[src/rtl/complex_divider_seq.sv]
// Sequential fixed-point complex divider: (a+jb)/(c+jd) -> Q(2N).F quotients.
// One shared FSM drives two restoring dividers (real and imaginary) in lockstep.
module complex_divider_seq #(
  parameter int unsigned N = 8,
  parameter int unsigned F = 8
) (
  input  logic                  clk,
  input  logic                  rst,
  input  logic                  ce,
  input  logic                  in_valid,
  output logic                  in_ready,
  input  logic signed [N-1:0]   real1,
  input  logic signed [N-1:0]   imag1,
  input  logic signed [N-1:0]   real2,
  input  logic signed [N-1:0]   imag2,
  output logic                  out_valid,
  input  logic                  out_ready,
  output logic signed [2*N+F:0] realo,
  output logic signed [2*N+F:0] imago,
  output logic                  div_zero
);

  localparam int unsigned W2 = 2 * N;
  localparam int unsigned M  = W2 + F;
  localparam int unsigned CW = $clog2(M + 1);

  typedef enum logic [2:0] {IDLE, PREP, DIV, FIN, DONE} state_t;

  state_t                state_q, state_d;
  logic signed [N-1:0]   a_q, b_q, c_q, d_q;
  logic signed [N-1:0]   a_d, b_d, c_d, d_d;
  logic [W2-1:0]         den_q, den_d;
  logic [M-1:0]          dvd_re_q, dvd_re_d, dvd_im_q, dvd_im_d;
  logic [W2-1:0]         rem_re_q, rem_re_d, rem_im_q, rem_im_d;
  logic [M-1:0]          quo_re_q, quo_re_d, quo_im_q, quo_im_d;
  logic                  neg_re_q, neg_re_d, neg_im_q, neg_im_d;
  logic [CW-1:0]         cnt_q, cnt_d;
  logic                  in_ready_q, in_ready_d;
  logic                  out_valid_q, out_valid_d;
  logic                  div_zero_q, div_zero_d;
  logic signed [M:0]     realo_q, realo_d, imago_q, imago_d;

  // Cross products and denominator from the captured operands
  logic signed [W2-1:0]  ac_c, bd_c, bc_c, ad_c, cc_c, dd_c;
  logic signed [W2:0]    num_re_c, num_im_c;
  logic [W2-1:0]         den_c, mag_re_c, mag_im_c;
  logic [W2:0]           tr_re_c, tr_im_c;
  logic                  ge_re_c, ge_im_c;

  assign ac_c = W2'(a_q) * W2'(c_q);
  assign bd_c = W2'(b_q) * W2'(d_q);
  assign bc_c = W2'(b_q) * W2'(c_q);
  assign ad_c = W2'(a_q) * W2'(d_q);
  assign cc_c = W2'(c_q) * W2'(c_q);
  assign dd_c = W2'(d_q) * W2'(d_q);

  assign num_re_c = (W2+1)'(ac_c) + (W2+1)'(bd_c);
  assign num_im_c = (W2+1)'(bc_c) - (W2+1)'(ad_c);
  assign den_c    = W2'($unsigned(cc_c)) + W2'($unsigned(dd_c));
  assign mag_re_c = num_re_c[W2] ? W2'(-num_re_c) : W2'(num_re_c);
  assign mag_im_c = num_im_c[W2] ? W2'(-num_im_c) : W2'(num_im_c);

  // One restoring step per divider: shift in next dividend bit, trial-subtract den
  assign tr_re_c = {rem_re_q, dvd_re_q[M-1]};
  assign tr_im_c = {rem_im_q, dvd_im_q[M-1]};
  assign ge_re_c = (tr_re_c >= {1'b0, den_q});
  assign ge_im_c = (tr_im_c >= {1'b0, den_q});

  // Next-state and datapath update
  always_comb begin
    state_d     = state_q;
    a_d         = a_q;
    b_d         = b_q;
    c_d         = c_q;
    d_d         = d_q;
    den_d       = den_q;
    dvd_re_d    = dvd_re_q;
    dvd_im_d    = dvd_im_q;
    rem_re_d    = rem_re_q;
    rem_im_d    = rem_im_q;
    quo_re_d    = quo_re_q;
    quo_im_d    = quo_im_q;
    neg_re_d    = neg_re_q;
    neg_im_d    = neg_im_q;
    cnt_d       = cnt_q;
    div_zero_d  = div_zero_q;
    realo_d     = realo_q;
    imago_d     = imago_q;

    unique case (state_q)
      IDLE: begin
        if (in_valid && in_ready_q) begin
          a_d        = real1;
          b_d        = imag1;
          c_d        = real2;
          d_d        = imag2;
          div_zero_d = 1'b0;
          state_d    = PREP;
        end
      end
      PREP: begin
        den_d    = den_c;
        dvd_re_d = {mag_re_c, {F{1'b0}}};
        dvd_im_d = {mag_im_c, {F{1'b0}}};
        neg_re_d = num_re_c[W2];
        neg_im_d = num_im_c[W2];
        rem_re_d = '0;
        rem_im_d = '0;
        quo_re_d = '0;
        quo_im_d = '0;
        cnt_d    = '0;
        if (den_c == '0) begin
          div_zero_d = 1'b1;
          realo_d    = '0;
          imago_d    = '0;
          state_d    = DONE;
        end else begin
          state_d = DIV;
        end
      end
      DIV: begin
        rem_re_d = ge_re_c ? W2'(tr_re_c - {1'b0, den_q}) : W2'(tr_re_c);
        rem_im_d = ge_im_c ? W2'(tr_im_c - {1'b0, den_q}) : W2'(tr_im_c);
        quo_re_d = {quo_re_q[M-2:0], ge_re_c};
        quo_im_d = {quo_im_q[M-2:0], ge_im_c};
        dvd_re_d = {dvd_re_q[M-2:0], 1'b0};
        dvd_im_d = {dvd_im_q[M-2:0], 1'b0};
        cnt_d    = cnt_q + CW'(1);
        if (cnt_q == CW'(M - 1)) begin
          state_d = FIN;
        end
      end
      FIN: begin
        realo_d = neg_re_q ? -$signed({1'b0, quo_re_q}) : $signed({1'b0, quo_re_q});
        imago_d = neg_im_q ? -$signed({1'b0, quo_im_q}) : $signed({1'b0, quo_im_q});
        state_d = DONE;
      end
      DONE: begin
        if (out_valid_q && out_ready) begin
          state_d = IDLE;
        end
      end
      default: state_d = IDLE;
    endcase

    in_ready_d  = (state_d == IDLE);
    out_valid_d = (state_d == DONE);
  end

  // State and datapath registers; ce freezes everything
  always_ff @(posedge clk or posedge rst) begin
    if (rst) begin
      state_q     <= IDLE;
      a_q         <= '0;
      b_q         <= '0;
      c_q         <= '0;
      d_q         <= '0;
      den_q       <= '0;
      dvd_re_q    <= '0;
      dvd_im_q    <= '0;
      rem_re_q    <= '0;
      rem_im_q    <= '0;
      quo_re_q    <= '0;
      quo_im_q    <= '0;
      neg_re_q    <= 1'b0;
      neg_im_q    <= 1'b0;
      cnt_q       <= '0;
      in_ready_q  <= 1'b1;
      out_valid_q <= 1'b0;
      div_zero_q  <= 1'b0;
      realo_q     <= '0;
      imago_q     <= '0;
    end else if (ce) begin
      state_q     <= state_d;
      a_q         <= a_d;
      b_q         <= b_d;
      c_q         <= c_d;
      d_q         <= d_d;
      den_q       <= den_d;
      dvd_re_q    <= dvd_re_d;
      dvd_im_q    <= dvd_im_d;
      rem_re_q    <= rem_re_d;
      rem_im_q    <= rem_im_d;
      quo_re_q    <= quo_re_d;
      quo_im_q    <= quo_im_d;
      neg_re_q    <= neg_re_d;
      neg_im_q    <= neg_im_d;
      cnt_q       <= cnt_d;
      in_ready_q  <= in_ready_d;
      out_valid_q <= out_valid_d;
      div_zero_q  <= div_zero_d;
      realo_q     <= realo_d;
      imago_q     <= imago_d;
    end
  end

  assign in_ready  = in_ready_q;
  assign out_valid = out_valid_q;
  assign div_zero  = div_zero_q;
  assign realo     = realo_q;
  assign imago     = imago_q;

endmodule

[config.mk]
export PLATFORM = sky130hd
export DESIGN_NAME = complex_divider_seq
export DESIGN_NICKNAME = d
export VERILOG_FILES = /design/src/rtl/complex_divider_seq.sv
export SDC_FILE = /design/constraint.sdc
export NUM_CORES = 2
export LEC_CHECK = 0
export CAP_MARGIN = 10
export CORE_MARGIN = 4
export CORE_UTILIZATION = 25
export CTS_CLUSTER_DIAMETER = 100
export CTS_CLUSTER_SIZE = 12
export DETAILED_ROUTE_END_ITERATION = 10
export PLACE_DENSITY_LB_ADDON = 0.25
export SLEW_MARGIN = 15
export SYNTH_ARGS = -nofsm -noshare
export SYNTH_HDL_FRONTEND = slang
export SYNTH_SLANG_ARGS = --single-unit
[constraint.sdc]
create_clock -name clk -period 12 [get_ports clk]
set_clock_uncertainty 0.15 [all_clocks]
set_input_delay 1.8 -clock clk [delete_from_list [all_inputs] [get_ports clk]]
set_output_delay 1.8 -clock clk [all_outputs]
set_load 0.02 [all_outputs]
Word-level counts from Yosys, hierarchy flattened
Cells that the tools add are included.
- bits of input ports: 37
- output and inout port bits: 53
- register bits after elaboration: 239
- logic and storage cells: 83
- $lt $le $gt $ge: 2
- reduce and logical (&&, ||, !) cells: 13
- equality and inequality tests: 8
- multiply operators: 6
- $add $sub $neg: 10
- multiplexer cells: 24
- operators with widths (cell ; number):
    $pmux W24 S2 ; 4
    $pmux W25 S2 ; 2
    $mul A8 B8 Y16 ; 6
    $mux W25 ; 3
    $mux W16 ; 4
    $pmux W16 S2 ; 2
    $neg A24 Y25 ; 2
    $ge A17 B16 Y1 ; 2
    $neg A16 Y16 ; 2
    $sub A16 B16 Y16 ; 2
    $add A16 B16 Y17 ; 1
    $sub A16 B16 Y17 ; 1
    $add A16 B16 Y16 ; 1
    $logic_not A16 Y1 ; 1
    $pmux W3 S5 ; 1
    $mux W3 ; 4
    $pmux W5 S2 ; 1
    $eq A3 B2 Y1 const B ; 2
    $eq A3 B3 Y1 const B ; 2
    $logic_not A3 Y1 ; 2
    $reduce_and A3 Y1 ; 2
    $reduce_bool A2 Y1 ; 3
    $add A5 B1 Y5 const B ; 1
    $eq A5 B5 Y1 const B ; 1
    7 further kinds ; 11

Depth between registers and ports, before layout
- depth in word-level cells: 6
- gate-level depth with buffers: 26
- mapped depth without buffers: 23

Worst setup path before layout
Ideal clock, no wire load.
- path type: reg2reg
- from: register a_q[7]
- to: register dvd_im_q[23]
- slack: 5.185 ns
- data required time: 11.732 ns
- path buffers: 2
- data arrival time: 6.546 ns
- clock period less this slack: 6.815 ns
- stages on the path, launching flop included: 23
- cell sequence: dfrtp_1 > clkbuf_1 > clkbuf_1 > nand2_1 > inv_1 > fa_1 > fa_1 > fa_1 > fa_1 > fa_1 > inv_1 > fa_1 > ha_1 > o21a_1 > o21a_1 > o41a_1 > a311o_1 > o31a_1 > o41a_4 > and2_4 > a31oi_4 > xnor3_1 > a21o_1
- cells in the longest elaborated chain, start to end: 5
- ends and longest elaborated chain (item ; RTL line ; text):
    start: declaration ; 30 ; logic signed [N-1:0] a_q, b_q, c_q, d_q;
    start signal: assignment ; 154 ; a_q <= '0;
    start signal: assignment ; 175 ; a_q <= a_d;
    $mul A8 B8 Y16 (*) ; 53 ; assign ad_c = W2'(a_q) * W2'(d_q);
    $sub A16 B16 Y17 (*) ; 58 ; assign num_im_c = (W2+1)'(bc_c) - (W2+1)'(ad_c);
    $neg A16 Y16 ; 61 ; assign mag_im_c = num_im_c[W2] ? W2'(-num_im_c) : W2'(num_im_c);
    $mux W16 (*) ; 61 ;
    $pmux W24 S2 (*) ; 90 ; unique case (state_q)
    end signal: assignment ; 181 ; dvd_im_q <= dvd_im_d;
    end: declaration ; 33 ; logic [M-1:0] dvd_re_q, dvd_re_d, dvd_im_q, dvd_im_d;
Every way passes the cells marked *; elsewhere a longest branch is shown, timed or not. The select of a mux whose other input is x is not followed.
A chain may end at the register's enable or synchronous reset.

Worst setup path in the final report
- from: register c_q[7]
- to: register dvd_re_q[9]
- cells in the longest elaborated chain, start to end: 4
- ends and longest elaborated chain (item ; RTL line ; text):
    start: declaration ; 30 ;
    start signal: assignment ; 156 ; c_q <= '0;
    start signal: assignment ; 177 ; c_q <= c_d;
    $mul A8 B8 Y16 ; 50 ; assign ac_c = W2'(a_q) * W2'(c_q);
    $add A16 B16 Y17 ; 57 ; assign num_re_c = (W2+1)'(ac_c) + (W2+1)'(bd_c);
    $mux W16 ; 60 ; assign mag_re_c = num_re_c[W2] ? W2'(-num_re_c) : W2'(num_re_c);
    $pmux W24 S2 ; 90 ;
    end signal: assignment ; 180 ; dvd_re_q <= dvd_re_d;
    end: declaration ; 33 ;
No other way between the ends. The select of a mux whose other input is x is not followed.

==> qor.yml <==
grt:
  grt_pass1_vias: 18870
  grt_pass1_wl_um: 108600
  track_usage_pct: 12.15
  antenna_found_initial: 0
  grt_max_degree: 95
  grt_overflow: 0
yosys:
  async_flop_share_pct: 100.0
  ys_ff_latch: 223
  synth-edff-count: 0
  yosys.area.top_type_share_pct: 30.11
  yosysSeqAreaShare_pct: 21.15
  syn_area_per_cell_um2: 9.849
  ys_types: 73
  synth_area_leaders: "fa_1 30%, dfrtp_1 21%, ha_1 9.3%, inv_1 6.1%, and2_1 4.3%"
  synth_warnings: 0
  synth_largest_area_cell: "fa_1"
  syn_inst: 2680
  ys.flop_type: "dfrtp_1"
  synth_fp_nets: 3310
  syn_area_um2: 26390
sta:
  rsz0062_at_grt: "no"
  worst_pin_slew_ns: 1.089
  min_period_ns: 7.618
  setup_viol: 0
  maxSlewHeadroom_pct: 27.41
  min_period_over_period_pct: 63.48
  hold_violations: 0
  drv_slew: 0
  setup-tns-final_ns: 0
  whs_ns: 0.3213
  fmax_ghz: 0.1313
setup_path:
  crit_fanout: 18
  critPathRequiredTime_ns: 12.30
  setup.worst_path.end_class: "register"
  worstSetupPathType: "register to register"
  crit_arrival_ns: 7.92
  cp-start-kind: "register"
floorplanning:
  start_util_pct: 25.32
  row_count: 118
  die-area_um2: 110800
  pin_count: 90
  die_x_um: 332.9
  die_h_um: 332.9
  core_area_um2: 104200
placement:
  port-buffer-count: 89
  gp_congestion: 0.8007
  dp_hpwl_um: 50870
cells_and_area:
  fin_nets: 3345
  drive_gt1_share_pct: 4.177
  n_antenna_cell: 0
  syn2layout_area_growth_pct: 12.02
clock_network:
  h-tree-depth: 1
  cts_hold_buf: 0
  cts.clk_slew.worst_paths_ns: 0.06
  cts_resized: 0
  cts.sinks: 223
  clockBufferDepth: 3
  clock_latency_ns: 0.58
  cts_setup_buffers: 0
  root_buffer: "clkbuf_16"
  cts_made_buffers: 24
  cts_tree: "done"
drt:
  first_iter_violations: 966
  drt_wl_total_um: 66660
  viasPerCell: 4.397
  num_vias: 18070
  wire_per_inst_um: 16.22
  firstDrtPassIters: 5
  drc_errors: 0
  ant_nets: 0
run:
  drv_cap: 0
worst_hold_path:
  hp-class: "register to register"
outcome:
  status: "completed"
-- synthesized netlist by cell type (4+ instances only) --
library cell / n
a211oi_1: 8
a21o_1: 21
a21oi_1: 68
a22o_1: 89
a22oi_1: 4
a31oi_1: 7
and2_1: 182
and3_1: 7
clkbuf_1: 106
dfrtp_1: 222
fa_1: 397
ha_1: 196
inv_1: 431
mux2_2: 26
mux2i_1: 32
nand2_1: 232
nand2b_1: 36
nand3_1: 17
nand4_1: 10
nor2_1: 92
nor2b_1: 16
nor3_1: 26
nor4_1: 10
o21a_1: 13
o21ai_0: 126
o22ai_1: 10
o2bb2ai_1: 8
o31ai_1: 17
o41ai_1: 4
or2_2: 6
or3_1: 25
or4_1: 5
xnor2_1: 126
xor2_1: 44
-- sequential cells by signal, indices dropped and copies added (netlist names), 3 cells and up --
name / flops
dvd_im_q: 16
realo: 25
a_q: 8
state_q: 3
dvd_re_q: 16
quo_im_q: 24
b_q: 8
cnt_q: 5
den_q: 16
c_q: 8
imago: 25
quo_re_q: 24
rem_re_q: 16
d_q: 8
rem_im_q: 16
-- logic make-up (layout without fill, tap and decap cells) --
family | count (synthesis) | in the layout | share of synthesized area, %
and+or+nand+nor | 675 | 675 | 12.85
adders and majority gates | 593 | 593 | 39.40
buffers and inverters | 541 | 590 | 7.736
AOI/OAI and AO/OA | 419 | 419 | 10.81
DFF | 223 | 223 | 21.15
xor gates and xnor gates | 171 | 171 | 5.726
muxes | 58 | 58 | 2.323
-- through the flow --
step | area, um^2 | cells | utilization [%] | setup slack (ns)
global route | 29570 | 4109 | 28.36 | 3.855
global placement | 28860 | 4069 | 27.69 | 4.443
CTS | 29570 | 4109 | 28.36 | 4.362
floorplan | 26390 | 2680 | - | 3.946
finish | 29570 | 4109 | 28.36 | 4.382
detailed placement | 28860 | 4069 | 27.69 | 4.409
-- critical path, cell delays in order, from the launching register on --
cell and delay (ns):
dfrtp_1 0.56, inv_1 0.73, nor2_1 0.14, fa_1 0.61
fa_1 0.46, fa_1 0.54, inv_1 0.05, fa_1 0.45
fa_1 0.49, inv_1 0.05, fa_1 0.43, ha_1 0.34
o21ai_0 0.15, a21oi_1 0.28, nand2_1 0.08, a21o_1 0.18
a21oi_1 0.28, nor3_1 0.12, nor3_2 0.83, mux2i_1 0.28
a21oi_1 0.09, a21o_1 0.18
-- path summary, 6_finish.rpt --
kind                                         start  slack [ns]                       end  cells after the start
max                             c_q[7]$_DFFE_PP0P_        4.38   dvd_re_q[9]$_DFFE_PP0P_                     21
min                        dvd_im_q[8]$_DFFE_PP0P_        0.32   dvd_im_q[8]$_DFFE_PP0P_                      2
max reg2reg                     c_q[7]$_DFFE_PP0P_        4.38   dvd_re_q[9]$_DFFE_PP0P_                     21
min reg2reg                dvd_im_q[8]$_DFFE_PP0P_        0.32   dvd_im_q[8]$_DFFE_PP0P_                      2
max in group asynchronous                      rst        8.62        d_q[6]$_DFFE_PP0P_                      3
min in group asynchronous                      rst        1.64  dvd_re_q[16]$_DFFE_PP0P_                      2
-- final cells by class --
cell class                 count  area (um^2)
clock buffer                  35        651.9
multi-input combinational   1916        18810
sequential                   223         5582
timing repair buffer         119         1116
clock inverter                 5        52.55
inverter                     431         1625
fill                       11150        74670
tap                         1380         1727
-- cell usage in the layout, fill, tap and decap left out, types with 5 or more instances in the layout --
cell,n
inv_1,430
fa_1,397
nand2_1,231
dfrtp_1,222
ha_1,196
and2_1,181
o21ai_0,126
xnor2_1,126
nor2_1,90
a22o_1,89
clkdlybuf4s50_1,89
a21oi_1,68
xor2_1,44
nand2b_1,36
mux2i_1,32
buf_4,30
mux2_2,26
nor3_1,25
or3_1,25
clkbuf_16,24
a21o_1,21
nand3_1,17
o31ai_1,17
nor2b_1,16
o21a_1,13
nand4_1,10
o22ai_1,10
clkbuf_1,10
nor4_1,9
a211oi_1,8
o2bb2ai_1,8
and3_1,7
a31oi_1,7
or2_2,6
or4_1,5
-- per-layer routing --
| layer | global-route usage, % | up-vias | part of all wire (%) |
|---|---|---|---|
| met5 | 0 | - | 0 |
| met4 | 1.950 | 0 | 1.7 |
| met3 | 1.397 | 47 | 3.4 |
| met2 | 19.33 | 263 | 44 |
| met1 | 18.04 | 9061 | 50 |
| li1 | - | 8698 | - |
Power is left out: the tool's default activity adds up to more than one toggle a clock period on the data nets, which glitch-free logic cannot reach.
